File: src/rtl/hilo_muldiv.sv
// HI/LO unit: iterative signed/unsigned multiply and divide, MTHI/MTLO writes, MFHI/MFLO read mux.
// Mul/div take WIDTH+1 busy cycles then a done pulse; HI/LO accesses while busy raise stall.
module hilo_muldiv #(
    parameter int WIDTH = 32
) (
    input  logic             clk,
    input  logic             reset,
    input  logic [2:0]       op,
    input  logic [WIDTH-1:0] rs_val,
    input  logic [WIDTH-1:0] rt_val,
    input  logic [1:0]       rd_sel,
    input  logic [WIDTH-1:0] alu_out,
    output logic [WIDTH-1:0] hilo_out,
    output logic             busy,
    output logic             done,
    output logic             stall
);

    localparam int CW = $clog2(WIDTH + 1);
    localparam int AW = 2 * WIDTH + 1;

    localparam logic [2:0] OP_NONE  = 3'd0;
    localparam logic [2:0] OP_MULT  = 3'd1;
    localparam logic [2:0] OP_MULTU = 3'd2;
    localparam logic [2:0] OP_DIV   = 3'd3;
    localparam logic [2:0] OP_DIVU  = 3'd4;
    localparam logic [2:0] OP_MTHI  = 3'd5;
    localparam logic [2:0] OP_MTLO  = 3'd6;
    localparam logic [2:0] OP_RSVD  = 3'd7;

    typedef enum logic [1:0] {
        S_IDLE = 2'd0,
        S_CALC = 2'd1,
        S_FIX  = 2'd2
    } state_t;

    state_t           state_q, state_d;
    logic [CW-1:0]    cnt_q, cnt_d;
    logic [AW-1:0]    acc_q, acc_d;
    logic [WIDTH-1:0] opnd_q, opnd_d;
    logic             is_div_q, is_div_d;
    logic             neg_quo_q, neg_quo_d;
    logic             neg_rem_q, neg_rem_d;
    logic             dz_q, dz_d;
    logic [WIDTH-1:0] hi_q, hi_d;
    logic [WIDTH-1:0] lo_q, lo_d;
    logic             done_q, done_d;

    logic             start, sgn_op, div_op, div_zero;
    logic [WIDTH-1:0] abs_a, abs_b;
    logic [WIDTH:0]   mul_sum;
    logic [WIDTH:0]   div_hi;
    logic [AW-1:0]    mul_step, div_step;
    logic [2*WIDTH-1:0] prod;
    logic [WIDTH-1:0] quo, rem;

    assign busy  = (state_q != S_IDLE);
    assign done  = done_q;
    assign stall = busy && ((op != OP_NONE && op != OP_RSVD) || rd_sel == 2'd1 || rd_sel == 2'd2);

    always_comb begin
        case (rd_sel)
            2'd1:    hilo_out = hi_q;
            2'd2:    hilo_out = lo_q;
            default: hilo_out = alu_out;
        endcase
    end

    assign sgn_op   = (op == OP_MULT) || (op == OP_DIV);
    assign div_op   = (op == OP_DIV) || (op == OP_DIVU);
    assign start    = (state_q == S_IDLE) && (op == OP_MULT || op == OP_MULTU || div_op);
    assign div_zero = div_op && (rt_val == '0);
    assign abs_a    = (sgn_op && rs_val[WIDTH-1]) ? -rs_val : rs_val;
    assign abs_b    = (sgn_op && rt_val[WIDTH-1]) ? -rt_val : rt_val;

    // Multiply: add multiplicand into the upper half when the LSB is set, then shift right.
    assign mul_sum  = acc_q[AW-1:WIDTH] + (acc_q[0] ? {1'b0, opnd_q} : '0);
    assign mul_step = {1'b0, mul_sum, acc_q[WIDTH-1:1]};

    // Restoring divide: shift left, subtract divisor if it fits, shift quotient bit in.
    assign div_hi   = acc_q[2*WIDTH-1:WIDTH-1];
    assign div_step = (div_hi >= {1'b0, opnd_q})
                    ? {div_hi - {1'b0, opnd_q}, acc_q[WIDTH-2:0], 1'b1}
                    : {div_hi, acc_q[WIDTH-2:0], 1'b0};

    assign prod = acc_q[2*WIDTH-1:0];
    assign quo  = acc_q[WIDTH-1:0];
    assign rem  = acc_q[2*WIDTH-1:WIDTH];

    always_comb begin
        state_d   = state_q;
        cnt_d     = cnt_q;
        acc_d     = acc_q;
        opnd_d    = opnd_q;
        is_div_d  = is_div_q;
        neg_quo_d = neg_quo_q;
        neg_rem_d = neg_rem_q;
        dz_d      = dz_q;
        hi_d      = hi_q;
        lo_d      = lo_q;
        done_d    = 1'b0;
        case (state_q)
            S_IDLE: begin
                if (start) begin
                    state_d   = S_CALC;
                    cnt_d     = CW'(WIDTH);
                    is_div_d  = div_op;
                    neg_quo_d = sgn_op && (rs_val[WIDTH-1] ^ rt_val[WIDTH-1]);
                    neg_rem_d = sgn_op && rs_val[WIDTH-1];
                    dz_d      = div_zero;
                    if (div_op) begin
                        // Raw dividend on divide-by-zero so the remainder comes out as rs_val.
                        acc_d  = {{(WIDTH+1){1'b0}}, div_zero ? rs_val : abs_a};
                        opnd_d = abs_b;
                    end else begin
                        acc_d  = {{(WIDTH+1){1'b0}}, abs_b};
                        opnd_d = abs_a;
                    end
                end else if (op == OP_MTHI) begin
                    hi_d = rs_val;
                end else if (op == OP_MTLO) begin
                    lo_d = rs_val;
                end
            end
            S_CALC: begin
                acc_d = is_div_q ? div_step : mul_step;
                cnt_d = cnt_q - CW'(1);
                if (cnt_q == CW'(1)) begin
                    state_d = S_FIX;
                end
            end
            S_FIX: begin
                state_d = S_IDLE;
                done_d  = 1'b1;
                if (is_div_q) begin
                    lo_d = (neg_quo_q && !dz_q) ? -quo : quo;
                    hi_d = (neg_rem_q && !dz_q) ? -rem : rem;
                end else begin
                    {hi_d, lo_d} = neg_quo_q ? -prod : prod;
                end
            end
            default: state_d = S_IDLE;
        endcase
    end

    always_ff @(posedge clk or posedge reset) begin
        if (reset) begin
            state_q   <= S_IDLE;
            cnt_q     <= '0;
            acc_q     <= '0;
            opnd_q    <= '0;
            is_div_q  <= 1'b0;
            neg_quo_q <= 1'b0;
            neg_rem_q <= 1'b0;
            dz_q      <= 1'b0;
            hi_q      <= '0;
            lo_q      <= '0;
            done_q    <= 1'b0;
        end else begin
            state_q   <= state_d;
            cnt_q     <= cnt_d;
            acc_q     <= acc_d;
            opnd_q    <= opnd_d;
            is_div_q  <= is_div_d;
            neg_quo_q <= neg_quo_d;
            neg_rem_q <= neg_rem_d;
            dz_q      <= dz_d;
            hi_q      <= hi_d;
            lo_q      <= lo_d;
            done_q    <= done_d;
        end
    end

endmodule

File: config.mk
export PLATFORM = sky130hd
export DESIGN_NAME = hilo_muldiv
export DESIGN_NICKNAME = d
export VERILOG_FILES = /design/src/rtl/hilo_muldiv.sv
export SDC_FILE = /design/constraint.sdc
export NUM_CORES = 1
export LEC_CHECK = 0
export BUFFER_PORTS_ARGS = -buffer_cell sky130_fd_sc_hd__buf_2
export CAP_MARGIN = 0
export CORE_ASPECT_RATIO = 0.9
export CORE_MARGIN = 1
export CORE_UTILIZATION = 50
export CTS_BUF_LIST = sky130_fd_sc_hd__clkbuf_4 sky130_fd_sc_hd__clkbuf_8 sky130_fd_sc_hd__clkbuf_16
export CTS_CLUSTER_SIZE = 28
export DETAILED_ROUTE_END_ITERATION = 12
export GPL_TIMING_DRIVEN = 0
export PLACE_DENSITY_LB_ADDON = 0.08
export RECOVER_POWER = 25
export SLEW_MARGIN = 0
export SYNTH_ARGS = -nofsm -noshare
export SYNTH_HDL_FRONTEND = slang
export SYNTH_SLANG_ARGS = --single-unit
File: constraint.sdc
create_clock -name clk -period 7.1 [get_ports clk]
set_input_delay 0.71 -clock clk [delete_from_list [all_inputs] [get_ports clk]]
set_output_delay 0.71 -clock clk [all_outputs]
set_load 0.02 [all_outputs]
=== Yosys cells after proc, flatten, opt, wreduce, memory -nomap -nowiden ===
Cells that the tools add are included.

* Bits in registers: 174
* Input bits: 103
* Output and inout port bits: 35
* Logic and storage cells: 95

* Add/sub/neg operators: 8
* $lt $le $gt $ge: 1
* Equal/unequal tests: 18
* Multiplexer cells: 29
* Bitwise logic cells: 1
* Reduce and logical (&&, ||, !) cells: 27

{| class="wikitable"
|+ Operators with widths
! operator !! count
|-
| two-way mux 32 bit || 15
|-
| two-way mux 65 bit || 3
|-
| one-hot mux 32 bit (2 select lines) || 3
|-
| one-hot mux 65 bit (2 select lines) || 1
|-
| negation 32 bit || 4
|-
| two-way mux 64 bit || 1
|-
| negation 64 bit || 1
|-
| adder 33 x 32 -> 33 bit || 1
|-
| greater-or-equal comparator 33 x 32 -> 1 bit || 1
|-
| subtractor 33 x 32 -> 33 bit || 1
|-
| logical NOT 32 bit || 1
|-
| one-hot mux 6 bit (2 select lines) || 1
|-
| equality test 3 bit, second input constant || 3
|-
| logical AND 1 bit || 9
|-
| inequality test 2 bit, second input constant || 4
|-
| equality test 3 x 2 -> 1 bit, second input constant || 2
|-
| equality test 6 x 1 -> 1 bit, second input constant || 1
|-
| logical OR 1 bit || 6
|-
| two-way mux 6 bit || 1
|-
| AND reduction 2 bit || 3
|-
| nonzero test 2 bit || 3
|-
| subtractor 6 x 1 -> 6 bit, second input constant || 1
|-
| equality test 2 x 1 -> 1 bit, second input constant || 2
|-
| equality test 2 bit, second input constant || 2
|-
| other kinds (12) || 14
|}

=== Logic depth before layout (Yosys ltp) ===
Gate-level depths: netlist (run 1).

* Depth in word-level cells: 8
* Depth in mapped cells: 15
* Gate-level depth less buffers: 13

=== Worst setup path before layout (run 1) ===
No wires, ideal clock.

* Path type: reg-to-reg
* From: register acc_q[0]
* To: register acc_q[58]
* Library setup time: 0.125 ns
* Data arrival time: 3.252 ns
* Required time: 6.975 ns
* Path slack: 3.723 ns
* Stages on the path, launching flop included: 15
* Path buffers: 2
* Period minus slack after synthesis: 3.377 ns
* Path through: dfrtp_1 -> clkbuf_1 -> inv_1 -> clkbuf_1 -> nor2_1 -> ha_1 -> a21oi_1 -> o211ai_1 -> a221o_1 -> a41oi_1 -> o21a_1 -> o21ai_0 -> or4_1 -> a32oi_1 -> nor3_1

* Longest elaborated chain between the ends: 4

{| class="wikitable"
|+ RTL lines
! element !! line !! text
|-
| from (decl) || 39 || <nowiki>logic [AW-1:0] acc_q, acc_d;</nowiki>
|-
| from (signal assigned) || 150 || <nowiki>acc_q <= '0;</nowiki>
|-
| from (signal assigned) || 162 || <nowiki>acc_q <= acc_d;</nowiki>
|-
| two-way mux 32 bit || 77 || <nowiki>assign mul_sum = acc_q[AW-1:WIDTH] + (acc_q[0] ? {1'b0, opnd_q} : '0);</nowiki>
|-
| adder 33 x 32 -> 33 bit || 77 ||
|-
| two-way mux 65 bit || 126 || <nowiki>acc_d = is_div_q ? div_step : mul_step;</nowiki>
|-
| one-hot mux 65 bit (2 select lines) || 102 || <nowiki>case (state_q)</nowiki>
|}

Every way passes these cells.
A chain may end at the register's enable or synchronous reset.

==> results of run 1 <==
==> power groups by stage <==
stage / Clock [mW] / Sequential (mW) / Combinational (mW)
after floorplan: 0 / 1.38 / 2.00
after global placement: 0 / 1.54 / 2.64
after detailed placement: 0 / 1.54 / 2.68
after CTS: 0.975 / 1.52 / 2.69
after global routing: 1.01 / 1.56 / 3.01
final: 0.977 / 1.54 / 2.77
==> flip-flops by register name, indices dropped and copies added, names as in the netlist <==
name,cells
is_div_q,1
acc_q,65
state_q,2
neg_quo_q,1
hi_q,32
lo_q,32
done,1
neg_rem_q,1
cnt_q,6
dz_q,1
opnd_q,32
==> cells in the mapped netlist (20+ instances only) <==
cell	count
xnor2_1	115
a21oi_1	160
a31oi_1	29
a22oi_1	68
dfrtp_1	174
inv_1	69
nand2_1	218
mux2i_1	39
or4_1	20
o21ai_0	194
o221ai_1	26
clkbuf_1	122
ha_1	72
nor3_1	52
nand3_1	23
nor2_1	205
xor2_1	92
o31ai_1	25
a21o_1	29
==> final cells by class <==
class | count | area (µm²) | share of cell area, %
sequential | 174 | 4350 | 25.0
inverter | 71 | 268 | 1.54
multi-input combinational | 1645 | 10500 | 60.3
clock buffer | 17 | 425 | 2.44
buffer | 140 | 561 | 3.22
clock inverter | 15 | 150 | 0.863
timing repair buffer | 129 | 646 | 3.71
tap | 409 | 512 | 2.94
==> logic make-up (layout without fill, tap and decap cells) <==
group,after synthesis,in the layout,synth area share [%]
muxes,42,42,2.71
adders and majority gates,74,74,6.00
xor gates and xnor gates,207,207,11.6
buffers and inverters,211,372,5.28
and+or+nand+nor,646,646,19.0
AOI/OAI and AO/OA,676,676,27.6
DFF,174,174,27.8
==> worst max-delay path, stage by stage <==
cell	delay, ns
buf_2	0.10
clkinvlp_2	2.07
clkbuf_2	1.98
==> final timing paths <==
path	startpoint	end	slack [ns]
worst max-delay path	reset	acc_q[22]	2.12
worst min-delay path	lo_q[9]	lo_q[9]	0.49
worst max register to register	acc_q[0]	acc_q[62]	2.31
worst min register to register	lo_q[9]	lo_q[9]	0.49
max in group clk	acc_q[0]	acc_q[62]	2.31
min in group asynchronous	reset	acc_q[37]	1.33
==> routing by layer <==
| layer | global-route usage [%] | routed length [µm] | vias to the layer above |
|---|---|---|---|
| met2 | 58.4 | 27000 | 990 |
| met4 | 14.6 | 2260 | 0 |
| met1 | 59.0 | 29500 | 8185 |
| li1 | - | - | 7654 |
| met3 | 9.90 | 7530 | 123 |
| met5 | 0 | 0 | - |
==> metrics.md, run 1 <==
| Metric | Value |
|---|---|
| Vias per cell | `6.52` |
| DR vias | `17000` |
| Reg2reg path depth | `14` |
| Post-synthesis register bit count | `174` |
| Synth top area share | `27.8%` |
| Overall power | `5.29 mW` |
| Max Slew Vio Count | `177` |
| Leading cell type in the layout, fill and taps excluded | `nand2_1` |
| Setup Buffers After CTS | `0` |
| Clock tree from TritonCTS | `done` |
| Final min period | `4.98 ns` |
| Syn avg cell area | `7.72 µm²` |
| Initial antenna violation count | `0` |
| I/O pin cnt | `138` |
| Worst vdd ir | `241 µV` |
| Slew margin rel. | `-152%` |
| Clock-pin transition on the worst setup and hold timing paths | `0.07 ns` |
| Fillers | `3025` |
| Worst hold path depth | `2` |
| Die area | `0.0321 mm²` |
| Run status | `finished, violations left` |
| Seq pwr share | `29.2%` |
| Inst Count DP | `2568` |
| Switching power of the nets | `2.55 mW` |
| Max-Cap Viols | `2` |
| Hold_ws | `0.488 ns` |
| Row count | `61` |
| Async SR Flop Fraction | `100%` |
| Post-Layout Cell Count | `2600` |
| Crit path capture type | `asynchronous set/reset pin` |
| F_max | `0.201 GHz` |
| Initial Util | `50.8%` |
| Hold_buf cts | `0` |
| Hold Vio Cnt, Final | `0` |
| DRC | `0` |
| Gates resized, CTS repair | `0` |
| # H-tree levels | `4` |
| Root Buffer Master | `clkbuf_16` |
| Routed Antenna Nets | `0` |
| Gate power share | `52.3%` |
| Routed wire length | `66200 µm` |
| Syn Inst Count | `2030` |
| CP Max Fanout | `95` |
| Syn nets | `2207` |
| Cell area after layout | `0.0174 mm²` |
| Final setup violation count | `0` |
| PD cells | `304 mW/mm²` |
| Layout cell share with drive strength beyond 1 | `8.90%` |
| Port bufs | `128` |
| Routed len/inst | `25.5 µm` |
| Number of CTS-inserted buffers | `17` |
| Nets@finish | `2355` |
| CP required | `7.14 ns` |
| First-pass GRT wire length | `96700 µm` |
| HPWL Detailed | `52900 µm` |
| Netlist cell types | `83` |
| Clock latency on the worst-skew pair | `0.46 ns` |
| DRT Pass-1 Iters | `9` |
| Clk sink count | `174` |
| Number of synthesized flops with an enable pin | `0` |
| RSZ-0062 raised after global routing | `no` |
| Vias in the first global route | `15200` |
| Cell taking the most area after synthesis | `dfrtp_1` |
| Leak pwr | `7.25 nW` |
| Sequential share of the synthesized area | `27.8%` |
| Sw Ratio | `48.2%` |
| Final Skew | `0.0148 ns` |
| Most frequent cells in the layout | `218 x nand2_1, 205 x nor2_1, 194 x o21ai_0, 174 x dfrtp_1, 160 x a21oi_1` |
| Height of the die | `170 µm` |
| Violated checks | `capacitance limit, slew limit` |
| Core Area | `0.0308 mm²` |
| Most used DFF post-synth | `dfrtp_1` |
| DP Area | `0.0169 mm²` |
| Chip width | `189 µm` |
| Startpoint Class | `primary input` |
| Final setup TNS | `0 ns` |
| Critical path type | `in2async` |
| DRT iter0 DRCs | `2071` |
| WP data arrival | `5.02 ns` |
| Synth top area cells | `dfrtp_1 28%, xnor2_1 6.4%, o21ai_0 6.2%` |
| Pin count of the biggest net entering global routing | `96` |
| Area growth from synthesis to layout | `11.1%` |
| Ys Warns | `0` |
| Fin util | `56.5%` |
| Tcrit/Tclk final | `70.2%` |
| ANT cells | `0` |
| Worst Tran Pin Value | `3.77 ns` |
| HP Class | `reg2reg` |
| Gpl congestion | `1.04` |
| Placement Setup Slack | `2.55 ns` |
| Internal power | `2.74 mW` |
| Clock power frac | `18.5%` |
| Post-route setup slack | `2.12 ns` |
| Clock Path Buffers | `2` |
| Total GRT Usage | `40.8%` |
| Synth Cell Area | `0.0157 mm²` |
| Remaining global-route overflow | `0` |
No activity file was read; power rests on OpenSTA's default activity.
==> run 2, diff against run 1 <==
==> constraint.sdc (replaced) <==
create_clock -name clk -period 4.22 [get_ports clk]
set_input_delay 0.422 -clock clk [delete_from_list [all_inputs] [get_ports clk]]
set_output_delay 0.422 -clock clk [all_outputs]
set_load 0.02 [all_outputs]
==> metrics.md, run 2 (synthesis gave the netlist of run 1 again) <==
| Metric | Value |
|---|---|
| Run status | `finished, violations left` |
| Violated checks | `capacitance limit, slew limit` |
| Fin util | `56.9%` |
| Leading cell type in the layout, fill and taps excluded | `nand2_1` |
| CP max stage cell | `dfrtp_1` |
| Post-route setup slack | `0.197 ns` |
| Pin count of the biggest net entering global routing | `40` |
| Routed len/inst | `25.4 µm` |
| Max Slew Vio Count | `92` |
| Max-Cap Viols | `3` |
| Slew margin rel. | `-27.2%` |
| Max reg flops | `65` |
| Nets@finish | `2360` |
| # H-tree levels | `4` |
| PD cells | `515 mW/mm²` |
| DRT iter0 DRCs | `2045` |
| DRC | `0` |
| Port bufs | `128` |
| Row count | `61` |
| Clock tree from TritonCTS | `done` |
| Number of CTS-inserted buffers | `17` |
| Hold Vio Cnt, Final | `0` |
| Critical path type | `reg2reg` |
| Vias in the first global route | `15200` |
| Final setup TNS | `0 ns` |
| Chip width | `189 µm` |
| Leak pwr | `7.34 nW` |
| Crit path capture type | `flip-flop` |
| Total GRT Usage | `41.3%` |
| RSZ-0062 raised after global routing | `no` |
| Initial antenna violation count | `0` |
| First-pass GRT wire length | `98000 µm` |
| Clk sink count | `174` |
| Cell area after layout | `0.0175 mm²` |
| Startpoint Class | `flip-flop` |
| DRT Pass-1 Iters | `5` |
| Initial Util | `50.8%` |
| Clock latency on the worst-skew pair | `0.46 ns` |
| Final setup violation count | `0` |
| Slowest stage delay, CP | `0.63 ns` |
| Clock-pin transition on the worst setup and hold timing paths | `0.08 ns` |
| Routed wire length | `66300 µm` |
| CP Cell Sequence | `ha_1 -> clkbuf_1 -> a21oi_1 -> o21ai_0 -> or3_1 -> a2111o_1 -> a311o_1 -> a31oi_4 -> buf_2 -> mux2i_1 -> o221ai_1` |
| Reg with most FFs | `acc_q` |
| Inst Count DP | `2572` |
| Vias per cell | `6.48` |
| Tcrit/Tclk final | `95.3%` |
| Routed Antenna Nets | `0` |
| Area growth from synthesis to layout | `11.9%` |
| HPWL Detailed | `52900 µm` |
| Hold_buf cts | `0` |
| Post-Layout Cell Count | `2605` |
| Hold_ws | `0.150 ns` |
| Final min period | `4.02 ns` |
| Clock Path Buffers | `2` |
| Root Buffer Master | `clkbuf_16` |
| Height of the die | `170 µm` |
| Placement Setup Slack | `-0.323 ns` |
| ANT cells | `0` |
| Core Area | `0.0308 mm²` |
| F_max | `0.249 GHz` |
| DP Area | `0.0169 mm²` |
| Most frequent cells in the layout | `218 x nand2_1, 205 x nor2_1, 193 x o21ai_0, 173 x dfrtp_1, 159 x a21oi_1` |
| Gpl congestion | `1.07` |
| Remaining global-route overflow | `0` |
| Layout cell share with drive strength beyond 1 | `9.38%` |
| I/O pin cnt | `138` |
| WP data arrival | `4.32 ns` |
| Worst Tran Pin Value | `1.91 ns` |
| CP required | `4.52 ns` |
| Worst vdd ir | `401 µV` |
| Overall power | `9.04 mW` |
| HP Class | `in2async` |
| DR vias | `16900` |
| CP Max Fanout | `10` |
| Final Skew | `0.0170 ns` |
| Die area | `0.0321 mm²` |
run 2: path summary, 6_finish.rpt:
check,from,endpoint,slack (ns),depth (start not counted)
max in group asynchronous,reset,opnd_q[30],0.67,4
min in group clk,rs_val[19],hi_q[19],0.33,3
min reg2reg,lo_q[13],lo_q[13],0.49,2
max,acc_q[55],acc_q[59],0.20,11
min,reset,acc_q[37],0.15,2
max reg2reg,acc_q[55],acc_q[59],0.20,11
run 2: power breakdown:
part	switching [mW]	total (mW)	internal, mW
Sequential	0.665	2.62	1.96
Combinational	2.81	4.66	1.85
Clock	0.789	1.75	0.961
run 2: area by class of cell:
cell class	instances	area, µm²
inverters	71	268
well taps	409	512
flip-flops and latches	174	4360
clock inverters	14	184
multi-input cells	1645	10500
clock buffers	18	439
repair buffers	135	708
fillers	3044	13300
plain buffers	139	564
run 2: metal layers:
metal / GRT usage, % / part of all wire, % / up-vias / wire length (µm)
met5: 0 / 0 / - / 0
met3: 9.49 / 11 / 116 / 7590
li1: - / - / 7655 / -
met1: 61.4 / 45 / 8121 / 29600
met2: 58.7 / 41 / 985 / 27200
met4: 12.3 / 2.8 / 0 / 1880
run 2: critical path: cells and delay by family (launching register included):
family / cells / cell delay [ns]
AOI/OAI and AO/OA: 6 / 1.67
adders and majority gates: 1 / 0.31
muxes: 1 / 0.27
and+or+nand+nor: 1 / 0.41
buffers and inverters: 2 / 0.56
DFF: 1 / 0.63
run 2: repair_timing:
item | CTS | global route
pin swaps | 0 | 1
setup endpoints to repair | 7 | 26
buffers inserted | 0 | 2
resized for setup | 2 | 11
